## config.mk

```make
export PLATFORM = sky130hd
export DESIGN_NAME = change_dispenser_ctrl
export DESIGN_NICKNAME = d
export VERILOG_FILES = /design/src/rtl/change_dispenser_ctrl.sv
export SDC_FILE = /design/constraint.sdc
export NUM_CORES = 1
export LEC_CHECK = 0
export BUFFER_PORTS_ARGS = -buffer_cell sky130_fd_sc_hd__buf_2
export CAP_MARGIN = 20
export CORE_MARGIN = 8
export CORE_UTILIZATION = 35
export CTS_CLUSTER_DIAMETER = 50
export DETAILED_ROUTE_END_ITERATION = 8
export HOLD_SLACK_MARGIN = 0.12
export SLEW_MARGIN = 20
export SYNTH_ARGS = -nofsm -noshare
export SYNTH_HDL_FRONTEND = slang
export SYNTH_SLANG_ARGS = --single-unit
```

## constraint.sdc

```tcl
create_clock -name clk -period 2.8 [get_ports clk]
set_input_delay 0.28 -clock clk [delete_from_list [all_inputs] [get_ports clk]]
set_output_delay 0.28 -clock clk [all_outputs]
set_load 0.01 [all_outputs]
```

## src/rtl/change_dispenser_ctrl.sv

```systemverilog
`timescale 1ns/1ps
`default_nettype none
// ============================================================================
// Module   : change_dispenser_ctrl
// Purpose  : Refund controller for a coin/bill change dispenser. Pays out a
//            requested balance greedily from four stocked denominations
//            (1000/500/100/50 won), one unit at a time, handshaking with the
//            dispenser mechanism through in_disp_ready.
// Ports    : clk, rst                 - clock, synchronous active-high reset
//            in_chg_req, in_balance   - refund request and amount (won)
//            in_stock_load, in_stock_*- stock counter load (honoured in IDLE)
//            in_disp_ready            - mechanism accepts one unit this cycle
//            out_<d>won               - one-cycle dispense pulses
//            out_remain               - amount still owed
//            out_busy, out_done       - refund in progress / completion pulse
//            out_short                - last refund could not be paid exactly
//            out_state                - FSM state code (debug)
// Revision : 1.0 - initial release
// ============================================================================
module change_dispenser_ctrl (
    input  logic        clk,
    input  logic        rst,
    input  logic        in_chg_req,
    input  logic [15:0] in_balance,
    input  logic        in_stock_load,
    input  logic [7:0]  in_stock_1000,
    input  logic [7:0]  in_stock_500,
    input  logic [7:0]  in_stock_100,
    input  logic [7:0]  in_stock_50,
    input  logic        in_disp_ready,
    output logic        out_1000won,
    output logic        out_500won,
    output logic        out_100won,
    output logic        out_50won,
    output logic [15:0] out_remain,
    output logic        out_busy,
    output logic        out_done,
    output logic        out_short,
    output logic [2:0]  out_state
);

    typedef enum logic [2:0] {
        ST_IDLE   = 3'd0,
        ST_SELECT = 3'd1,
        ST_ISSUE  = 3'd2,
        ST_DONE   = 3'd3
    } state_t;

    // Denomination index, ordered largest first
    localparam logic [1:0]  c_IDX_1000 = 2'd0;
    localparam logic [1:0]  c_IDX_500  = 2'd1;
    localparam logic [1:0]  c_IDX_100  = 2'd2;
    localparam logic [1:0]  c_IDX_50   = 2'd3;

    localparam logic [15:0] c_VAL_1000 = 16'd1000;
    localparam logic [15:0] c_VAL_500  = 16'd500;
    localparam logic [15:0] c_VAL_100  = 16'd100;
    localparam logic [15:0] c_VAL_50   = 16'd50;

    state_t      r_state;
    state_t      w_next_state;

    logic [15:0] r_remain;
    logic        r_short;
    logic [1:0]  r_denom;
    logic [7:0]  r_stock [4];

    logic        w_accept;      // request taken in IDLE
    logic        w_load;        // stock load taken in IDLE
    logic        w_latch_sel;   // SELECT found a denomination
    logic        w_no_sel;      // SELECT found nothing payable
    logic        w_issue;       // unit handed to the mechanism this cycle
    logic        w_sel_found;
    logic [1:0]  w_sel_idx;
    logic [15:0] w_denom_val;

    // ------------------------------------------------------------------
    // Greedy choice: largest denomination that fits and is in stock.
    // Because d <= remain is required here, the later subtraction in
    // ISSUE can never underflow.
    // ------------------------------------------------------------------
    always_comb begin
        w_sel_found = 1'b0;
        w_sel_idx   = c_IDX_50;
        if (r_remain >= c_VAL_1000 && r_stock[c_IDX_1000] != 8'd0) begin
            w_sel_found = 1'b1;
            w_sel_idx   = c_IDX_1000;
        end else if (r_remain >= c_VAL_500 && r_stock[c_IDX_500] != 8'd0) begin
            w_sel_found = 1'b1;
            w_sel_idx   = c_IDX_500;
        end else if (r_remain >= c_VAL_100 && r_stock[c_IDX_100] != 8'd0) begin
            w_sel_found = 1'b1;
            w_sel_idx   = c_IDX_100;
        end else if (r_remain >= c_VAL_50 && r_stock[c_IDX_50] != 8'd0) begin
            w_sel_found = 1'b1;
            w_sel_idx   = c_IDX_50;
        end
    end

    always_comb begin
        w_denom_val = c_VAL_50;
        case (r_denom)
            c_IDX_1000: w_denom_val = c_VAL_1000;
            c_IDX_500:  w_denom_val = c_VAL_500;
            c_IDX_100:  w_denom_val = c_VAL_100;
            default:    w_denom_val = c_VAL_50;
        endcase
    end

    // ------------------------------------------------------------------
    // State register
    // ------------------------------------------------------------------
    always_ff @(posedge clk) begin
        if (rst) begin
            r_state <= ST_IDLE;
        end else begin
            r_state <= w_next_state;
        end
    end

    // ------------------------------------------------------------------
    // Next-state and output decode
    // ------------------------------------------------------------------
    always_comb begin
        w_next_state = r_state;
        w_accept     = 1'b0;
        w_load       = 1'b0;
        w_latch_sel  = 1'b0;
        w_no_sel     = 1'b0;
        w_issue      = 1'b0;
        out_busy     = 1'b1;
        out_done     = 1'b0;
        out_1000won  = 1'b0;
        out_500won   = 1'b0;
        out_100won   = 1'b0;
        out_50won    = 1'b0;

        case (r_state)
            ST_IDLE: begin
                out_busy = 1'b0;
                w_load   = in_stock_load;
                if (in_chg_req) begin
                    w_accept     = 1'b1;
                    w_next_state = (in_balance == 16'd0) ? ST_DONE : ST_SELECT;
                end
            end
            ST_SELECT: begin
                if (w_sel_found) begin
                    w_latch_sel  = 1'b1;
                    w_next_state = ST_ISSUE;
                end else begin
                    w_no_sel     = 1'b1;
                    w_next_state = ST_DONE;
                end
            end
            ST_ISSUE: begin
                if (in_disp_ready) begin
                    w_issue      = 1'b1;
                    out_1000won  = (r_denom == c_IDX_1000);
                    out_500won   = (r_denom == c_IDX_500);
                    out_100won   = (r_denom == c_IDX_100);
                    out_50won    = (r_denom == c_IDX_50);
                    w_next_state = ST_SELECT;
                end
            end
            ST_DONE: begin
                out_done     = 1'b1;
                w_next_state = ST_IDLE;
            end
            default: begin
                // Codes 4-7 are unreachable; recover to IDLE.
                out_busy     = 1'b0;
                w_next_state = ST_IDLE;
            end
        endcase
    end

    // ------------------------------------------------------------------
    // Datapath: remaining amount, shortfall flag, latched denomination
    // and stock counters. Load and issue can never coincide (IDLE vs
    // ISSUE), so a counter has a single writer in any cycle.
    // ------------------------------------------------------------------
    always_ff @(posedge clk) begin
        if (rst) begin
            r_remain <= 16'd0;
            r_short  <= 1'b0;
            r_denom  <= c_IDX_1000;
            for (int i = 0; i < 4; i++) begin
                r_stock[i] <= 8'd0;
            end
        end else begin
            if (w_load) begin
                r_stock[c_IDX_1000] <= in_stock_1000;
                r_stock[c_IDX_500]  <= in_stock_500;
                r_stock[c_IDX_100]  <= in_stock_100;
                r_stock[c_IDX_50]   <= in_stock_50;
            end
            if (w_accept) begin
                r_remain <= in_balance;
                r_short  <= 1'b0;
            end
            if (w_latch_sel) begin
                r_denom <= w_sel_idx;
            end
            if (w_no_sel) begin
                r_short <= (r_remain != 16'd0);
            end
            if (w_issue) begin
                r_remain         <= r_remain - w_denom_val;
                r_stock[r_denom] <= r_stock[r_denom] - 8'd1;
            end
        end
    end

    assign out_remain = r_remain;
    assign out_short  = r_short;
    assign out_state  = r_state;

endmodule
`default_nettype wire

```

# After elaboration in Yosys (flattened, before gate mapping)
# Memories as Yosys holds them, arrays and structs flattened. A register that Yosys moved wholly into a read port is not among the register bits.
# Cells that the tools add are included.
# word_totals
mem_bits_rw	32
input_bits	53
elab_cells	93
reg_bits	22
output_inout_bits	26
n_memories	1
# memory_table
name	depth	word_bits	read_ports	rd_ports_with_merged_regs	wr	line	rtl
r_stock	4	8	5	1	4	66	logic [7:0] r_stock [4];
# classes
reduce_logical	17
eq_ne	8
add_sub_neg	2
magnitude_cmp	4
bitwise_logic	4
mux	53
# op_table
cell	n
2-to-1 mux 8 bit	5
2-to-1 mux 1 bit	36
2-to-1 mux 16 bit	2
nonzero test 8 bit	4
case mux 10 bit (3 select lines)	1
>= comparator 16 x 10 -> 1 bit, second input constant	1
>= comparator 16 x 6 -> 1 bit, second input constant	1
>= comparator 16 x 7 -> 1 bit, second input constant	1
>= comparator 16 x 9 -> 1 bit, second input constant	1
zero test 16 bit	1
nonzero test 16 bit	1
subtractor 16 bit	1
2-to-1 mux 2 bit	6
case mux 3 bit (3 select lines)	1
OR reduction 8 bit	1
subtractor 8 x 1 -> 8 bit, second input constant	1
== test 3 x 2 -> 1 bit, second input constant	2
2-to-1 mux 3 bit	2
== test 2 bit, second input constant	2
logical AND 1 bit	4
!= test 2 bit, second input constant	2
bitwise OR 1 bit	4
nonzero test 2 bit	2
== test 3 x 1 -> 1 bit, second input constant	1
other kinds (5)	5

# Longest topological paths before layout
# Gate-level depths: netlist (run 1).
# An unclocked memory read counts as a cell.
# depth
word_depth	11
ltp_mapped	11
mapped_depth_nobuf	10

# Worst setup path after synthesis (run 1)
# Ideal clock, no wire load.
# synth_path
path_kind	reg2reg
startpoint	register r_denom[0]
endpoint	register r_remain[15], in the netlist out_remain[15]
n_path_buf	0
t_required_ns	2.680
stages_incl_launch_ff	10
setup_ns	0.120
arrival_ns	2.356
setup_slack_ns	0.324
period_less_slack_ns	2.476
cell_sequence	dfxtp_1 inv_1 ha_1 fa_1 nand2b_1 a21oi_1 nor2_1 o31ai_1 nor4_1 a211o_1
# synth_via
elab_chain_cells	4
elab_cells_between_ends	6
cone_classes	add/sub: 1; eq/ne: 2; mux: 2; reduce/logical: 1
# synth_lines
element	line	rtl
start, declared	65	logic [1:0] r_denom;
start signal, assigned	187	r_denom <= c_IDX_1000;
start signal, assigned	203	r_denom <= w_sel_idx;
== test 2 bit (tied with other cells)	102	case (r_denom)
case mux 10 bit (3 select lines) (*)	102	
subtractor 16 bit (*)	209	r_remain <= r_remain - w_denom_val;
2-to-1 mux 16 bit (*)	208	if (w_issue) begin
end signal, assigned	199	r_remain <= in_balance;
end signal, assigned	209	
end, declared	63	logic [15:0] r_remain;
# Every way passes the cells marked *; elsewhere a longest branch is shown, timed or not.
# A chain may end at the register's enable or synchronous reset.

==> flow_metrics.py, run 1 <==
metrics = {
    "clocking": {
        "cts-root-buf": "clkbuf_8",
        "htree_levels": 2,
        "cts_tree": "built",
        "clk_pin_slew_ns": 0.11,
        "numCtsBuffers": 5,
        "clk_latency_ns": 0.32,
        "clockBufferDepth": 2,
        "cts_sinks": 55,
    },
    "worst_hold_path": {
        "holdPathStages": 3,
        "hp-class": "primary input to flip-flop",
    },
    "setup_path": {
        "cpMostUsedCell": "or3_1",
        "cp_max_fo": 5,
        "worstSetupEndpointType": "flip-flop",
        "arrival_ns": 2.73,
        "setup.worst_path.end": "r_stock[2][5]",
        "critPathKind": "flip-flop to flip-flop",
        "critPathBufInv": 0,
        "r2r-end": "r_stock[2][5]",
        "crit_cells": 5,
        "rrSetupSlack_ns": 0.13,
        "cp.required_ns": 2.86,
        "r2r_cells": 5,
        "cp-start-kind": "flip-flop",
        "path_cells": "mux4_1 -> or3_1 -> or3_1 -> xor2_1 -> o21ai_0",
        "cp_top_family": "simple AND/OR/NAND/NOR gates",
        "slowest_delay_ns": 0.65,
        "critPathSlowestCell": "mux4_1",
    },
    "yosys": {
        "synth_seq_cells": 55,
        "synth_warnings": 0,
        "postSynthAreaPerCell_um2": 9.15,
        "synth_edf_count": 32,
        "async_flop_share_pct": 0,
        "synth_area_um2": 3430,
        "synth-seq-area-share_pct": 41.4,
        "synth_fp_nets": 444,
        "dominantRegCellSynth": "edfxtp_1",
        "ys_types": 55,
        "syn_inst": 375,
    },
    "detailed_routing": {
        "ant_nets": 0,
        "drtIter0Drc": 224,
        "wirelength_mm": 10.5,
        "routed_via_density": 5.55,
        "drc_errors": 0,
        "num_vias": 3240,
        "wl_per_cell_um": 18.0,
        "drt-pass1-iter-count": 5,
    },
    "sta": {
        "final-setup-viol-count": 0,
        "maxSlewHeadroom_pct": 58.7,
        "finalMaxSlewViolations": 0,
        "max_freq_mhz": 374,
        "final.setup.tns_ns": 0,
        "hold_viol_final": 0,
        "fin_crit_ns": 2.67,
        "clock_skew_ns": 0.00878,
        "worstMarginPinSlew_ns": 0.617,
        "rsz0062_at_grt": "no",
        "period_share_pct": 95.5,
    },
    "placement": {
        "place_congestion": 0.901,
        "io_buffers": 77,
        "dp_hpwl_mm": 8.40,
        "placedCellCount": 575,
    },
    "global_route": {
        "antenna_found_initial": 2,
        "grt_usage_pct": 15.9,
        "grt_pass1_vias": 3244,
        "overflow": 0,
        "grt_max_degree": 33,
        "grt_pass1_wl_mm": 16.6,
    },
    "finish": {
        "multi_input_area_um2": 1880,
        "layout-drive-gt1-share_pct": 23.3,
        "area_growth_pct": 18.9,
        "final_nets": 518,
        "regArea_um2": 1420,
        "fin_cells": 584,
        "fillers": 989,
        "final_util_pct": 42.3,
    },
    "floorplan": {
        "boundaryPins": 79,
        "start_util_pct": 35.6,
        "rows": 36,
        "die_area_um2": 13200,
        "die_y_um": 115,
        "die_width_um": 115,
        "fp.coreArea_um2": 9640,
    },
    "power": {
        "total_leakage_power_nw": 1.75,
        "power.density_cell_area_nw_per_um2": 519,
        "vdd_drop_max_uv": 233,
    },
    "run": {
        "drv_cap": 0,
    },
    "outcome": {
        "outcome": "finished, final reports clean",
    },
}
synth_stat cells (all sizes together), types with 5 or more instances:
cell / instances / share of area [%]
clkbuf: 18 / 2.0
a31oi: 5 / 0.91
xnor2: 6 / 1.8
o211ai: 6 / 1.3
o21ai: 33 / 4.8
inv: 16 / 1.8
a22o: 10 / 2.6
nand2: 64 / 7.0
nor3: 8 / 1.3
a21oi: 13 / 1.9
nor4: 15 / 2.7
dfxtp: 23 / 13
edfxtp: 32 / 28
mux4: 8 / 5.8
and3: 5 / 0.91
nand4: 5 / 0.91
ha: 15 / 5.5
a22oi: 7 / 1.5
nor2: 34 / 3.7
through the flow:
stage | setup WS (ns) | hold slack (ns) | total power [W] | cell area [um2]
floorplan | 0.324 | 0.416 | 0.00143 | 3430
global placement | 0.205 | 0.491 | 0.00164 | 3970
detailed placement | 0.113 | 0.498 | 0.00165 | 3970
CTS | 0.0967 | 0.188 | 0.00213 | 4060
global route | 0.0448 | 0.195 | 0.00224 | 4080
finish | 0.126 | 0.200 | 0.00212 | 4080
kinds of logic after synthesis:
logic type / after synthesis / synth area share (%)
buffers and inverters: 36 / 4.27
adder cells (fa/ha/maj): 16 / 6.05
XOR/XNOR: 8 / 2.26
flip-flops: 55 / 41.4
other: 1 / 0.109
AO/OA/AOI/OAI: 101 / 19.7
AND/OR/NAND/NOR: 148 / 19.8
multiplexers: 10 / 6.38
worst register-to-register path: stages (launching register included):
cell     delay [ns]
dfxtp_1        0.48
mux4_1         0.65
or3_1          0.40
or3_1          0.34
xor2_1         0.37
o21ai_0        0.17
placed cells by master, fill, tap and decap left out, types with 2 or more instances in the layout:
cell type | synthesis | final
a211o_1 | 2 | 2
a211oi_1 | 2 | 2
a21o_1 | 2 | 2
a21oi_1 | 13 | 13
a221oi_1 | 3 | 3
a22o_1 | 10 | 10
a22oi_1 | 7 | 7
a31oi_1 | 5 | 5
a32oi_1 | 3 | 3
and2_1 | 3 | 3
and3_1 | 5 | 4
buf_2 | 0 | 77
buf_4 | 1 | 10
clkbuf_8 | 0 | 5
dfxtp_1 | 23 | 23
edfxtp_1 | 32 | 32
ha_1 | 15 | 15
inv_1 | 16 | 16
mux2i_1 | 2 | 2
mux4_1 | 5 | 5
mux4_2 | 3 | 3
nand2_1 | 64 | 64
nand2b_1 | 3 | 3
nand3_1 | 3 | 3
nand4_1 | 5 | 5
nor2_1 | 34 | 34
nor2b_1 | 2 | 2
nor3_1 | 7 | 7
nor4_1 | 15 | 15
o211ai_1 | 6 | 6
o21ai_0 | 33 | 33
or3_1 | 3 | 3
xnor2_1 | 5 | 5
xor2_1 | 2 | 2
worst min path at each step:
stage | from | to
finish | in_balance[0] | out_remain[0]
global route | in_balance[0] | out_remain[0]
detailed placement | out_remain[0] | out_remain[0]
global placement | out_remain[0] | out_remain[0]
CTS | in_balance[0] | out_remain[0]
floorplan | in_balance[0] | out_remain[0]
layout make-up:
cell class	instances	share of cell area [%]
well taps	133	4.08
clock inverters	3	0.583
multi-input cells	284	46.0
clock buffers	5	1.69
flip-flops and latches	55	34.8
inverters	16	1.47
diodes	1	0.0613
repair buffers	87	11.3
timing repair:
action | CTS | global route
setup buffers | 0 | 0
endpoints found under the setup margin | 0 | 3
gates resized for setup | 0 | 2
hold buffers | 0 | 0
layer usage:
metal	global-route usage, %	part of all wire (%)	vias to the layer above
li1	-	-	1551
met1	19.2	42	1555
met2	26.9	49	120
met3	4.36	7.8	12
met4	5.17	1.3	2
met5	0	0.095	-
state kept, by name (all words and copies together) (netlist names), named ones only:
signal      flops
out_short       1
out_state       2
out_remain     16
r_denom         2
r_stock        32
power by group:
group	leakage (nW)	internal (W)	total, W	switching [W]
combinational	1.17	0.000264	0.000631	0.000367
clock	0.0461	0.000181	0.000472	0.000290
sequential	0.535	0.000937	0.00101	0.0000780
total	1.75	0.00138	0.00212	0.000736
No activity file was read; power rests on OpenSTA's default activity.
==> run 2, diff against run 1 <==
SETUP_SLACK_MARGIN = 0.5   (was not set)
==> run 2 against run 1 <==
Effect of this change: sequential share of layout area shrank 2.0 points; fmax grew 7.0%; final area grew 6.5%; clock power shrank 2%; setup slack gained 0.17 ns; die area is the same; register-to-register slack gained 0.17 ns; clock skew grew 0.0028 ns; critical path depth grew 1; combinational power grew 20%.
==> flow_metrics.py, run 2 (synthesis results as in run 1) <==
metrics = {
    "clocking": {
        "clk_pin_slew_ns": 0.11,
        "htree_levels": 2,
        "cts-root-buf": "clkbuf_8",
        "cts_sinks": 55,
        "cts-hold-fix-buffers": 0,
        "clockBufferDepth": 2,
        "clk_latency_ns": 0.32,
        "numCtsBuffers": 5,
        "cts_tree": "built",
    },
    "floorplan": {
        "fp.coreArea_um2": 9640,
        "die_width_um": 115,
        "start_util_pct": 35.6,
        "die_area_um2": 13200,
        "die_y_um": 115,
        "rows": 36,
        "boundaryPins": 79,
    },
    "detailed_routing": {
        "drc_errors": 0,
        "wirelength_mm": 10.8,
        "wl_met2_mm": 5.38,
        "drtIter0Drc": 234,
        "wl_met1_mm": 4.61,
        "ant_nets": 0,
        "wl_met3_um": 676,
        "routed_via_density": 5.55,
        "top_layer": "met4",
        "num_vias": 3319,
        "drt-pass1-iter-count": 5,
        "wl_per_cell_um": 18.1,
    },
    "sta": {
        "finalMaxSlewViolations": 0,
        "timing.final.ws_setup_ns": 0.301,
        "fin_crit_ns": 2.50,
        "worstMarginPinSlew_ns": 0.510,
        "final-setup-viol-count": 0,
        "clock_skew_ns": 0.0116,
        "max_freq_mhz": 400,
        "period_share_pct": 89.3,
        "maxSlewHeadroom_pct": 65.8,
        "rsz0062_at_grt": "yes",
        "hold_viol_final": 0,
        "final.setup.tns_ns": 0,
    },
    "setup_path": {
        "cp_max_fo": 4,
        "cp.required_ns": 2.87,
        "arrival_ns": 2.57,
        "cp-start-kind": "flip-flop",
        "worstSetupEndpointType": "flip-flop",
        "critPathKind": "flip-flop to flip-flop",
    },
    "run": {
        "drv_cap": 0,
    },
    "outcome": {
        "outcome": "finished, final reports clean",
    },
    "global_route": {
        "grt_usage_pct": 16.3,
        "grt_pass1_vias": 3319,
        "antenna_found_initial": 0,
        "overflow": 0,
        "grt_pass1_wl_mm": 17.0,
        "grt_max_degree": 21,
    },
    "finish": {
        "fillers": 973,
        "fin_cells": 598,
        "largest_register": "r_stock",
        "antenna_cells": 0,
        "final_cell_mix": "77 x buf_2, 63 x nand2_1, 33 x nor2_1, 32 x edfxtp_1, 30 x o21ai_0",
        "final_nets": 533,
        "layout-drive-gt1-share_pct": 29.7,
        "area_growth_pct": 26.6,
        "final_common_cell": "buf_2",
        "largest_reg_flops": 32,
    },
    "power": {
        "power.density_cell_area_nw_per_um2": 516,
        "seqPwrFrac_pct": 45.5,
        "intPower_w": 0.00147,
        "switching_share_pct": 34.6,
        "switchingPower_w": 0.000776,
        "power.total_w": 0.00224,
        "comb_power_share_pct": 33.8,
        "clkPwrFrac_pct": 20.7,
        "total_leakage_power_nw": 1.85,
        "vdd_drop_max_uv": 213,
    },
    "placement": {
        "dp_slack_ns": 0.251,
        "dp_hpwl_mm": 8.52,
        "io_buffers": 77,
        "place_congestion": 0.860,
        "placedCellCount": 574,
    },
    "worst_hold_path": {
        "hp-class": "primary input to flip-flop",
    },
}
==> run 2: changes by cell type in the layout (fill, tap and decap cells not counted), sizes merged <==
cell | before | now
diode | 1 | 0
clkinv | 1 | 0
buf | 87 | 102
clkbuf | 5 | 6
==> run 2: final timing paths <==
kind	from	to	slack, ns	depth (start not counted)
min	in_balance[0]	out_remain[0]	0.22	3
min reg2reg	out_remain[0]	out_remain[0]	0.52	2
max reg2reg	r_stock[1][3]	r_stock[0][7]	0.30	6
max	r_stock[1][3]	r_stock[0][7]	0.30	6
==> run 2: cell type report <==
type                            count  area [um2]  share of cell area [%]
Multi-Input combinational cell    284        2020                    46.5
Tap cell                          133         166                    3.83
Inverter                           16        62.6                    1.44
Clock buffer                        6        72.6                    1.67
Timing Repair Buffer              102         577                    13.3
Sequential cell                    55        1430                    32.9
Clock inverter                      2        16.3                   0.374
==> run 2: layer usage <==
layer	track usage [%]	up-vias
met5	0	-
met2	27.3	110
met3	3.89	12
met1	20.7	1615
met4	4.12	0
li1	-	1582
==> run 2: critical path: stages (launching register included) <==
cell and delay [ns]:
edfxtp_1 0.44, mux4_2 0.49, or2_1 0.27, nor3_2 0.17, or4b_4 0.53, xnor2_4 0.16
a22o_1 0.19
==> run 2: metrics by stage <==
| step | hold slack (ns) | cell area [um2] | utilization, % |
|---|---|---|---|
| 2_1_floorplan | 0.416 | 3470 | - |
| 3_3_place_gp | 0.492 | 4000 | 41.5 |
| 3_5_place_dp | 0.502 | 4000 | 41.5 |
| 4_1_cts | 0.219 | 4270 | 44.3 |
| 5_1_grt | 0.226 | 4340 | 45.1 |
| 6_report | 0.216 | 4340 | 45.1 |
==> run 2: power by group through the flow <==
stage          clock, W  combinational, W  sequential [W]
5_1_grt        0.000496          0.000824         0.00103
4_1_cts        0.000474          0.000702         0.00102
6_report       0.000463          0.000758         0.00102
3_3_place_gp          0          0.000626         0.00103
2_1_floorplan         0          0.000439         0.00101
3_5_place_dp          0          0.000631         0.00104
==> run 2: timing repair <==
action	CTS	global route
pin swaps	8	9
endpoints found under the setup margin	17	28
buffers inserted	15	1
resized for setup	15	12
